**src/rtl/fifo_rd_pkg.sv**
```systemverilog
// Shared types for the FWFT FIFO burst reader.
package fifo_rd_pkg;

    typedef enum logic {
        IDLE  = 1'b0,
        BURST = 1'b1
    } rd_state_e;

    localparam int BURST_CNT_W = 32;

endpackage

```
**src/rtl/rd_skid_buf.sv**
```systemverilog
// Two-entry skid buffer with a registered s_ready, so the FIFO pop path
// never depends combinationally on downstream m_ready.
module rd_skid_buf #(
    parameter int W = 33
) (
    input  logic         clk,
    input  logic         rst,
    input  logic         s_valid,
    output logic         s_ready,
    input  logic [W-1:0] s_data,
    output logic         m_valid,
    input  logic         m_ready,
    output logic [W-1:0] m_data
);

    logic [1:0][W-1:0] mem;
    logic              wr_ptr;
    logic              rd_ptr;
    logic [1:0]        cnt;
    logic [1:0]        cnt_nxt;
    logic              push;
    logic              pop;

    assign push    = s_valid && s_ready;
    assign pop     = m_valid && m_ready;
    assign m_valid = (cnt != 2'd0);
    assign m_data  = mem[rd_ptr];
    assign cnt_nxt = cnt + {1'b0, push} - {1'b0, pop};

    always_ff @(posedge clk or posedge rst) begin
        if (rst) begin
            mem     <= '0;
            wr_ptr  <= 1'b0;
            rd_ptr  <= 1'b0;
            cnt     <= 2'd0;
            s_ready <= 1'b1;
        end else begin
            if (push) begin
                mem[wr_ptr] <= s_data;
                wr_ptr      <= ~wr_ptr;
            end
            if (pop)
                rd_ptr <= ~rd_ptr;
            cnt     <= cnt_nxt;
            // Ready for the next cycle is decided from the post-update fill level.
            s_ready <= (cnt_nxt != 2'd2);
        end
    end

endmodule

```
**src/rtl/fifo_burst_reader.sv**
```systemverilog
// Drains an FWFT FIFO in fixed-length bursts onto a valid/ready stream.
// Optional partial-burst flush on idle timeout: define FIFO_RD_TIMEOUT_EN.
module fifo_burst_reader
    import fifo_rd_pkg::*;
#(
    parameter int DATA_W      = 32,
    parameter int CNT_W       = 5,
    parameter int BURST_LEN   = 8,
    parameter int TIMEOUT_CYC = 64
) (
    input  logic                   clk,
    input  logic                   rst,
    output logic                   fifo_ren,
    input  logic [DATA_W-1:0]      fifo_rdata,
    input  logic                   fifo_empty,
    input  logic [CNT_W-1:0]       fifo_rdcnt,
    input  logic                   fifo_err,
    output logic                   m_valid,
    input  logic                   m_ready,
    output logic [DATA_W-1:0]      m_data,
    output logic                   m_last,
    output logic [BURST_CNT_W-1:0] burst_cnt,
    output logic                   err_flag
);

    localparam logic [CNT_W-1:0] FULL_LEN = CNT_W'(BURST_LEN);

    if (BURST_LEN < 2 || BURST_LEN > 2**CNT_W - 1 || TIMEOUT_CYC < 1) begin : g_bad_cfg
        $error("fifo_burst_reader: illegal BURST_LEN/CNT_W/TIMEOUT_CYC");
    end

    rd_state_e        state, state_nxt;
    logic [CNT_W-1:0] len, len_nxt;
    logic [CNT_W-1:0] beat, beat_nxt;
    logic             pop;
    logic             last_beat;
    logic             skid_s_ready;
    logic [DATA_W:0]  skid_m_data;

`ifdef FIFO_RD_TIMEOUT_EN
    localparam int              TMR_W    = $clog2(TIMEOUT_CYC + 1);
    localparam logic [TMR_W-1:0] TMR_LAST = TMR_W'(TIMEOUT_CYC - 1);
    logic [TMR_W-1:0] idle_tmr, tmr_nxt;
`endif

    assign last_beat = (beat == len - 1'b1);
    assign pop       = (state == BURST) && !fifo_empty && skid_s_ready;
    assign fifo_ren  = pop;

    always_comb begin
        state_nxt = state;
        len_nxt   = len;
        beat_nxt  = beat;
`ifdef FIFO_RD_TIMEOUT_EN
        tmr_nxt   = '0;
`endif
        case (state)
            IDLE: begin
                if (fifo_rdcnt >= FULL_LEN) begin
                    state_nxt = BURST;
                    len_nxt   = FULL_LEN;
                    beat_nxt  = '0;
                end
`ifdef FIFO_RD_TIMEOUT_EN
                else if (fifo_empty) begin
                    tmr_nxt = '0;
                end else if (idle_tmr == TMR_LAST) begin
                    // rdcnt may lag a non-empty FIFO; a zero count still flushes one word.
                    state_nxt = BURST;
                    len_nxt   = (fifo_rdcnt == '0) ? CNT_W'(1) : fifo_rdcnt;
                    beat_nxt  = '0;
                end else begin
                    tmr_nxt = idle_tmr + 1'b1;
                end
`endif
            end
            BURST: begin
                if (pop) begin
                    beat_nxt = beat + 1'b1;
                    if (last_beat)
                        state_nxt = IDLE;
                end
            end
            default: state_nxt = IDLE;
        endcase
    end

    always_ff @(posedge clk or posedge rst) begin
        if (rst) begin
            state <= IDLE;
            len   <= '0;
            beat  <= '0;
`ifdef FIFO_RD_TIMEOUT_EN
            idle_tmr <= '0;
`endif
        end else begin
            state <= state_nxt;
            len   <= len_nxt;
            beat  <= beat_nxt;
`ifdef FIFO_RD_TIMEOUT_EN
            idle_tmr <= tmr_nxt;
`endif
        end
    end

    always_ff @(posedge clk or posedge rst) begin
        if (rst) begin
            burst_cnt <= '0;
            err_flag  <= 1'b0;
        end else begin
            if (m_valid && m_ready && m_last)
                burst_cnt <= burst_cnt + 1'b1;
            if (fifo_err)
                err_flag <= 1'b1;
        end
    end

    rd_skid_buf #(
        .W (DATA_W + 1)
    ) u_skid (
        .clk     (clk),
        .rst     (rst),
        .s_valid (pop),
        .s_ready (skid_s_ready),
        .s_data  ({fifo_rdata, last_beat}),
        .m_valid (m_valid),
        .m_ready (m_ready),
        .m_data  (skid_m_data)
    );

    assign m_data = skid_m_data[DATA_W:1];
    assign m_last = skid_m_data[0];

endmodule

```
**config.mk**
```make
export PLATFORM = sky130hd
export DESIGN_NAME = fifo_burst_reader
export DESIGN_NICKNAME = d
export VERILOG_FILES = /design/src/rtl/fifo_rd_pkg.sv /design/src/rtl/rd_skid_buf.sv /design/src/rtl/fifo_burst_reader.sv
export SDC_FILE = /design/constraint.sdc
export NUM_CORES = 1
export LEC_CHECK = 0
export BUFFER_PORTS_ARGS = -buffer_cell sky130_fd_sc_hd__buf_2
export CAP_MARGIN = 25
export CORE_ASPECT_RATIO = 2
export CORE_MARGIN = 5
export CORE_UTILIZATION = 43
export DETAILED_ROUTE_END_ITERATION = 10
export PLACE_DENSITY = 0.62
export SLEW_MARGIN = 20
export SYNTH_ARGS = -nofsm -noshare
export SYNTH_HDL_FRONTEND = slang
export SYNTH_SLANG_ARGS = --single-unit
```
**constraint.sdc**
```tcl
create_clock -name clk -period 7.9 [get_ports clk]
set_clock_uncertainty 0.2 [all_clocks]
set_input_delay 1.58 -clock clk [delete_from_list [all_inputs] [get_ports clk]]
set_output_delay 1.58 -clock clk [all_outputs]
set_load 0.005 [all_outputs]
```
## Word-level counts from Yosys, hierarchy flattened

Index checks and enable logic that the tools add are counted.

| cells by class | value |
|---|---|
| equality and inequality tests | 4 |
| add/subtract/negate cells | 5 |
| bitwise operators | 3 |
| reduce and logical (&&, ||, !) cells | 10 |
| multiplexer cells | 12 |
| magnitude comparators | 4 |

Operators by type and width:

| operator | number |
|---|---|
| $mux 33 | 3 |
| $bwmux 66 | 1 |
| $demux 33 s1 | 1 |
| $add 32x1->32 const B | 1 |
| $mux 5 | 2 |
| $pmux 5 s2 | 1 |
| $logic_and 1x1->1 | 6 |
| $add 5x1->5 const B | 1 |
| $eq 5x5->1 | 1 |
| $ge 5x4->1 const B | 1 |
| $sub 4x1->5 const B | 1 |
| $lt 1x2->1 const B | 2 |
| $ne 2x2->1 const B | 2 |
| $reduce_and 2->1 | 2 |
| $mux 1 | 3 |
| $not 1->1 | 3 |
| $add 2x1->2 | 1 |
| $ne 2x1->1 const B | 1 |
| $pmux 1 s2 | 1 |
| $reduce_bool 2->1 | 1 |
| $sub 2x1->2 | 1 |
| $ge 1x1->1 const B | 1 |
| $logic_not 1->1 | 1 |

| word-level totals | value |
|---|---|
| register bits | 111 |
| input bits | 42 |

## Longest topological paths before layout

| logic depth | value |
|---|---|
| word-level depth | 7 |
| gate-level depth with buffers | 8 |
| mapped depth without buffers | 8 |

## Cells and area by module

A second synthesis with hierarchy kept.

| second synthesis, totals | value |
|---|---|
| cell total of the unflattened synthesis | 355 |
| area, all modules | 5077.4 um^2 |

Modules (own cells, without submodules):

| module | instances | area an instance (um^2) | cells an instance |
|---|---|---|---|
| rd_skid_buf | 1 | 3243.1 | 196 |
| fifo_burst_reader | 1 | 1834.3 | 159 |

## Worst setup path before layout

Ideal clock, no wire load.

| path | value |
|---|---|
| path kind | input to output |
| start | input port fifo_empty |
| end | output port fifo_ren |
| stages on the path | 2 |
| setup slack | 4190 ps |
| required time | 6120 ps |
| path buffers | 0 |
| arrival | 1930 ps |
| cells stage by stage | nand3b_2 inv_1 |

| on the way | value |
|---|---|
| longest elaborated chain between the ends | 3 |

Ends and longest elaborated chain:

| element | line | source |
|---|---|---|
| from (decl) | fifo_burst_reader.sv:15 | `input logic fifo_empty,` |
| $logic_not 1->1 | fifo_burst_reader.sv:47 | `assign pop = (state == BURST) && !fifo_empty && skid_s_ready;` |
| $logic_and 1x1->1 (2 in series) | fifo_burst_reader.sv:47 |  |
| to (decl) | fifo_burst_reader.sv:13 | `output logic fifo_ren,` |

Every way passes these cells.

## Final worst setup path

| path | value |
|---|---|
| start | register u_skid.rd_ptr |
| end | output port m_last |

| on the way | value |
|---|---|
| longest elaborated chain between the ends | 2 |

Ends and longest elaborated chain:

| element | line | source |
|---|---|---|
| from (decl) | rd_skid_buf.sv:18 | `logic rd_ptr;` |
| from (signal assigned) | rd_skid_buf.sv:43 | `rd_ptr <= ~rd_ptr;` |
| $mux 33 (not written as such) (2 in series) | rd_skid_buf.sv:27 | `assign m_data = mem[rd_ptr];` |
| to (decl) | fifo_burst_reader.sv:21 | `output logic m_last,` |

Every way passes these cells. The select of a mux whose other input is x is not followed.

==> parameters.txt <==
Parameter                              Value

Outcome
  Outcome    completed

Clock tree
  Clock tree buffer depth    2
  Count of hold buffers inserted by post-cts repair    0
  Post-CTS resize count    0
  CTS H-tree depth    3
  Worst-skew pair later-pin latency    0.34 ns
  Clock-pin transition on the worst setup and hold timing paths    0.07 ns
  Root buf cell    clkbuf_16
  TritonCTS Sinks    ~110
  CTS tree    built
  Number of buffers added by the clock tree synthesis step    9
  Setup repair bufs after CTS    0

Setup path
  CP endpoint kind    primary output
  Kind of start point of the critical path    register
  Crit Path Max Fanout    22
  Classification of the worst setup path    register to primary output
  Critical Path AT    between 2 and 2.5 ns
  Worst endpoint required time    6.12 ns

Yosys
  Most instantiated flip-flop cell in the synthesis netlist    dfrtp_1
  Synth warn    0
  Number of synthesized flops with an enable pin    0
  Most instantiated library cell after synthesis    dfrtp_1
  Fraction of synthesized cell area taken by the top area cell type    56.1%
  Cell count after synthesis    roughly 360
  Post-synthesis instance area    4910 um^2
  Mean cell area of the mapped netlist    13.7 um^2
  Leading area contributor after synthesis    dfrtp_1
  Syn nets    405
  Distinct cell type count after synthesis    38
  Synth Register Bits    111
  Leading post-synthesis cells by instance count    110 x dfrtp_1, 97 x mux2_2, 30 x xnor2_1, 16 x nand2_1
  Share of the yosys chip area belonging to registers    56.6%
  Async set-reset flop share out of synthesis    100%
  Largest cells by area after synthesis    dfrtp_1 56%, mux2_2 22%, xnor2_1 5.4%

Drt
  Final Routed Wirelength    10.1 mm
  Remaining antenna violation count after routing    0
  Number of detailed-route iterations in the first pass    4
  Total DRC errors in the routed layout    0
  Via-to-Cell Ratio    5.16
  Total number of vias    3166
  Iteration-0 DRC count of the detailed router    between 50 and 60
  Average wire length per cell after detail routing    16.5 um

Placement
  Cell area reported after detailed placement    5580 um^2
  Final estimated routing congestion in global placement    just under 0.8
  PortBufs    about 110
  Half-perimeter wire length after placement    7.17 mm

Global routing
  Remaining global-route overflow    0
  Busiest layer in global routing    met2
  Antenna violations before repair    0
  Global-route track usage on met1    17.8%
  Via count of the first global-routing pass    3547
  Met2 usage    28.2%
  Maximum number of pins on one net before global-route repair    between 70 and 80
  Wire length of the first global-routing pass    17.3 mm
  Global router's overall resource usage    between 10% and 20%
  GR Layer Usage met3    3.68%

Die
  Die outline height    161 um
  Area of the core    11300 um^2
  Effective utilization at floorplan    a little over two fifths
  Die area    ~14000 um^2
  I/O pin count    110
  Die span in x    85.6 um
  Cell Rows    55

Timing
  Slew Viols, Final    0
  Setup Total Neg Slack    0 ns
  Min Clock Period, post-route    4.06 ns
  RSZ-0062 raised after global routing    no
  Final setup violation count    0
  Final-report hold violation count    0
  Worst Max-Slew Pin Slew    0.906 ns
  Ratio of final minimum period to clock period    51.4%
  Worst relative slew slack    39.4%
  Timing-limited maximum frequency    246 MHz

Worst hold path
  Type of the worst min-delay path    register to register

Finish
  Antenna diodes    0
  Number of nets in the finished design    around 510
  Post-route cell area    5910 um^2
  Relative area change from synthesis to final layout    20.4%
  Number of fillers in the final layout    1004
  Share of layout cells above drive strength 1    about half

Power and ir drop
  Total power    approximately 2100 uW
  Worst supply voltage drop on vdd    207 uV
  Power density over the cells    352 nW/um^2
  Leakage power figure    0.00275 uW

Run
  Max_cap viols    0
stage by stage:
step	setup slack (ns)	utilization, %	hold WS (ns)	std cells
after floorplan	3.19	-	0.255	359
after CTS	3.75	52.2	0.281	613
after detailed placement	3.93	49.4	0.267	597
after global routing	3.68	52.4	0.290	614
after global placement	3.93	49.4	0.247	597
final	3.84	52.4	0.273	614
logic make-up after synthesis:
logic type	share of synthesized area (%)
DFF	56.6
adders and majority gates	1.02
AOI/OAI and AO/OA	1.45
xor gates and xnor gates	6.78
buffers and inverters	1.99
muxes	22.5
and+or+nand+nor	9.63
flip-flops by register name, summed over array words and instances (netlist names), 2 cells and up:
name	flops
u_skid.mem	66
burst_cnt	32
u_skid.cnt	2
beat	5
cell usage in the layout, fill, tap and decap left out, drive strengths merged, types with 2 or more instances in the layout:
cell	count
xnor2	30
dfrtp	110
and4	2
or2	3
nand3	15
inv	8
and3	2
nand4	15
nor3	4
nor2	12
buf	109
o21ai	4
clkbuf	11
xor2	8
nand2	17
nor4	4
ha	4
o211ai	2
clkinv	4
mux2	97
final timing paths:
kind / cells past startpoint / slack [ns] / from / to
worst max-delay path: 4 / 3.84 / u_skid.rd_ptr$_DFFE_PP0P_ / m_last
worst min-delay path: 1 / 0.27 / burst_cnt[31]$_DFFE_PP0P_ / burst_cnt[31]$_DFFE_PP0P_
worst max register to register: 5 / 5.14 / u_skid.rd_ptr$_DFFE_PP0P_ / burst_cnt[26]$_DFFE_PP0P_
worst min register to register: 1 / 0.27 / burst_cnt[31]$_DFFE_PP0P_ / burst_cnt[31]$_DFFE_PP0P_
max in group asynchronous: 3 / 5.11 / rst / beat[2]$_DFFE_PP0P_
min in group asynchronous: 2 / 1.07 / rst / u_skid.mem[6]$_DFFE_PP0P_
report_power, final:
| part | switching, uW | internal, uW | total (uW) |
|---|---|---|---|
| sequential | 123 | 773 | 896 |
| clock | 208 | 266 | 474 |
| combinational | 282 | 431 | 714 |
| total | 613 | 1470 | 2080 |
cell type report:
class                      instances  area, um^2  share of cell area, %
sequential                       111        2780                   47.0
multi-input combinational        228        2040                   34.5
timing repair buffer             109         566                   9.56
clock buffer                      11         253                   4.27
tap                              142         178                   3.00
clock inverter                     5        65.1                   1.10
inverter                           8        32.5                  0.550
layer usage:
metal | up-vias | wire [um]
met3 | 14 | 606
met4 | 0 | 181
met1 | 1594 | 3900
met5 | - | 0
li1 | 1475 | -
met2 | 83 | 5440
worst max-delay path, cell delays in order (launching register included):
cell	delay, ns
dfrtp_1	0.71
buf_4	0.43
mux2i_2	0.50
inv_1	0.14
buf_2	0.16
Power figures use the tool's default switching activity.
